[config.mk]
export PLATFORM = sky130hd
export DESIGN_NAME = pattern_detector
export DESIGN_NICKNAME = d
export VERILOG_FILES = /design/src/rtl/pattern_detector_pkg.sv /design/src/rtl/sat_counter.sv /design/src/rtl/pattern_detector.sv
export SDC_FILE = /design/constraint.sdc
export NUM_CORES = 1
export LEC_CHECK = 0
export BUFFER_PORTS_ARGS = -buffer_cell sky130_fd_sc_hd__buf_2
export CORE_ASPECT_RATIO = 0.8
export CORE_UTILIZATION = 46
export DETAILED_ROUTE_END_ITERATION = 16
export PLACE_DENSITY = 0.78
export SLEW_MARGIN = 30
export SYNTH_ARGS = -nofsm -noshare
export SYNTH_HDL_FRONTEND = slang
export SYNTH_HIERARCHICAL = 1
export SYNTH_SLANG_ARGS = --single-unit
[constraint.sdc]
create_clock -name clk -period 1.8 [get_ports clk]
set_input_delay 0 -clock clk [delete_from_list [all_inputs] [get_ports clk]]
set_output_delay 0 -clock clk [all_outputs]
set_load 0.005 [all_outputs]
[src/rtl/pattern_detector_pkg.sv]
// Shared defaults for the serial pattern detector and its match counter.
package pattern_detector_pkg;
    localparam int          PAT_W_DEF     = 4;
    localparam int          CNT_W_DEF     = 8;
    localparam logic [15:0] RESET_PAT_DEF = 16'b1101;
endpackage

[src/rtl/sat_counter.sv]
// Saturating up-counter with synchronous clear; clear wins over increment.
module sat_counter #(
    parameter int W = 8
) (
    input  logic         clk,
    input  logic         reset,
    input  logic         clr,
    input  logic         inc,
    output logic [W-1:0] cnt
);
    function automatic logic [W-1:0] sat_inc(input logic [W-1:0] v);
        return (v == '1) ? v : v + W'(1);
    endfunction

    always_ff @(posedge clk) begin
        if (reset) begin
            cnt <= '0;
        end else if (clr) begin
            cnt <= '0;
        end else if (inc) begin
            cnt <= sat_inc(cnt);
        end
    end
endmodule

[src/rtl/pattern_detector.sv]
// Serial Mealy pattern detector with loadable pattern, overlap control and
// a saturating match counter.
module pattern_detector
    import pattern_detector_pkg::*;
#(
    parameter int             PAT_W     = PAT_W_DEF,
    parameter int             CNT_W     = CNT_W_DEF,
    parameter logic [PAT_W-1:0] RESET_PAT = PAT_W'(RESET_PAT_DEF)
) (
    input  logic             clk,
    input  logic             reset,
    input  logic             x,
    input  logic             x_valid,
    input  logic             pat_load,
    input  logic [PAT_W-1:0] pat_in,
    input  logic             overlap,
    input  logic             cnt_clr,
    output logic             z,
    output logic             z_q,
    output logic [CNT_W-1:0] match_cnt
);
    localparam int                FILL_W   = $clog2(PAT_W);
    localparam logic [FILL_W-1:0] FILL_MAX = FILL_W'(PAT_W - 1);

    logic [PAT_W-2:0]  hist;
    logic [FILL_W-1:0] fill;
    logic [PAT_W-1:0]  pattern;
    logic [PAT_W-1:0]  window;
    logic              z_p0;
    logic              z_p1;

    // Stage 0: combinational match on the window completed by the current bit
    always_comb begin
        window = {hist, x};
        z_p0   = ~reset & x_valid & ~pat_load & (fill == FILL_MAX) & (window == pattern);
    end

    assign z = z_p0;

    // Stage 1: history, fill level, pattern and registered match
    always_ff @(posedge clk) begin
        if (reset) begin
            hist    <= '0;
            fill    <= '0;
            pattern <= RESET_PAT;
            z_p1    <= 1'b0;
        end else begin
            z_p1 <= z_p0;
            if (pat_load) begin
                pattern <= pat_in;
                fill    <= '0;
            end else if (x_valid) begin
                hist <= window[PAT_W-2:0];
                // Non-overlapping mode restarts the fill so a new match needs PAT_W fresh bits
                if (z_p0 && !overlap) begin
                    fill <= '0;
                end else if (fill != FILL_MAX) begin
                    fill <= fill + FILL_W'(1);
                end
            end
        end
    end

    assign z_q = z_p1;

    sat_counter #(
        .W(CNT_W)
    ) u_match_cnt (
        .clk  (clk),
        .reset(reset),
        .clr  (cnt_clr),
        .inc  (z_p0),
        .cnt  (match_cnt)
    );
endmodule

==> metrics <==
Pleak 0.473 nW; largest net degree at the start of global routing 13; WL per Instance 13.5 um; worst path required time 1980 ps; slowest stage cell, crit path dfxtp_1; Tcrit/Tclk final approximately 96%; Seq/Total Area, Yosys 38.5%; Detail Placement HPWL 1420 um; Pre-Repair DR Iteration Count 4; Remaining DRCs 0; peak supply drop 0.635 mV; CP peak stage delay 350 ps; CTS tree yes; die height 42.3 um; status finished clean; Die Area 2220 um2; initial antenna violation count 0; htree depth 1; final instance area 1190 um2; Async SR Flop Fraction 0%; first-pass GRT wire length 3300 um; most frequent cells in the layout buf_2, dfxtp_1, nor2_1, mux2i_1, dlygate4sd3_1; placed cell area 1080 um2; CTS buffer count 3; clock tree buffer depth 2; CP Capture Type flop; RSZ-0062 raised after global routing no; WL final 2040 um; Clock Sinks 18; skew final between 1 and 1.5 ps; setup TNS 0 ps; vias in the first global route 737; worst-margin pin slew 321 ps; Die W 52.4 um; power per cell area a little over 600 nW/um2; Clock Latency Late Sink 290 ps; crit start category flop; initial core utilization 49.5%; FP Rows 14; Via density ~5.5; post-synthesis cell area 936 um2; Overall Global Routing Usage between 20% and 30%; vias 835; root buffer cell clkbuf_4; synth unique cells 34; Relative slew margins between 70% and 80%; final net count around 140; cells along the critical path ha_2 > and4bb_1 > nand2_1 > nor2_4 > nand4_4 > buf_4 > a211oi_1 > a211oi_1; CP Max Fanout 4; Final Util 63.0%; Post-Layout Cell Count 151; max-slew violation count 0; most common cell after layout, fill and taps aside buf_2; crit path time final 1730 ps; Final Hold Fails 0; Syn Inst Count 94; worst hold path class in2reg; Post-synth EDFFs 0; max cap viols 0; Avg Inst Size Synth 9.96 um2; gpl congestion 0.954; Placed Instances 140; IO Pins 21; Port Buffer Count 20; gr ovfl total 0; ANT cells 0; CTS clk-pin slew, worst paths roughly 100 ps; setup violators final 0; share of cells above drive strength 1 32.3%; ys flop type dfxtp_1; initial DRC count 25; syn nets 107; core area 1890 um2; kind of critical path reg2reg; synth warn 6; CP most frequent cell a211oi_1; Arrival @ worst endpoint approximately 1900 ps; post-CTS setup buffer count 0; Detail Route Antenna Nets 0; flops & latches, synth 18; FMAX 579 MHz; area grow syn2layout 27.3%
[cells in the mapped netlist, types with 2 or more instances]
| cell | count | area [um2] |
|---|---|---|
| dfxtp_1 | 18 | 360 |
| nand3_1 | 3 | 15.0 |
| a211o_2 | 3 | 30.0 |
| a21oi_1 | 2 | 10.0 |
| buf_6 | 2 | 22.5 |
| nor2b_1 | 4 | 25.0 |
| ha_1 | 2 | 25.0 |
| nand2_1 | 6 | 22.5 |
| inv_1 | 2 | 7.51 |
| nor2_1 | 10 | 37.5 |
| or3_1 | 2 | 12.5 |
| mux2i_1 | 7 | 70.1 |
| nor3_1 | 3 | 15.0 |
| nand2b_1 | 2 | 12.5 |
| a211oi_1 | 4 | 30.0 |
| o21ai_0 | 2 | 10.0 |
| nand4_1 | 2 | 12.5 |
| xnor2_1 | 4 | 35.0 |
[repair_timing]
item                       4_1_cts  5_1_grt
setup endpoints to repair        0        5
hold endpoints to repair         9        0
hold buffers                     7        0
resized for setup                0        3
[metal layers]
layer / global-route usage [%] / vias to the layer above / routed length (um)
met5: 0 / - / 0
met4: 8.42 / 0 / 0
met3: 7.61 / 0 / 101
met2: 28.6 / 28 / 925
met1: 29.1 / 393 / 1010
li1: - / 414 / -
[per-stage QoR]
step           hold slack (ps)  power [mW]  worst slack, ps
6_report                  69.2       0.740             72.8
5_1_grt                   61.1       0.789             21.3
4_1_cts                   60.7       0.751             6.27
3_5_place_dp               216       0.490             24.0
3_3_place_gp               207       0.488             96.3
2_1_floorplan              105       0.469             14.3
[worst paths after layout]
| kind | from | endpoint | slack, ps | cells past startpoint |
|---|---|---|---|---|
| setup / recovery | fill[1] | u_match_cnt/cnt[3] | 70 | 8 |
| hold / removal | reset | pattern[1] | 70 | 3 |
| setup reg to reg | fill[1] | u_match_cnt/cnt[3] | 70 | 8 |
| hold reg to reg | fill[0] | fill[0] | 460 | 1 |
[power breakdown]
part | internal [mW] | switching (mW)
Sequential | 0.407 | 0.00662
Clock | 0.123 | 0.121
Combinational | 0.0439 | 0.0374
[state kept, by name (all words and copies together), names as in the netlist]
register	flops
fill	2
z_q	1
u_match_cnt/cnt	8
pattern	4
hist	3
[kinds of logic after synthesis]
logic type | share of synthesized area (%)
buf+inv | 3.21
xor+xnor | 3.74
simple gates | 27.0
mux | 7.49
fa+ha+maj | 2.67
flops | 38.5
compound gates | 17.4
[layout make-up]
cell class	instances	area, um2
timing repair buffer	31	200
inverter	2	7.51
tap	24	30.0
clock buffer	4	36.3
multi-input combinational	72	556
sequential	18	362
fill	149	701
[worst max-delay path: cells and delay by family (launching register included)]
family | cells | cell delay (ps)
simple gates | 4 | 570
flops | 1 | 350
compound gates | 2 | 310
fa+ha+maj | 1 | 200
buf+inv | 1 | 170
Power figures use the tool's default switching activity.
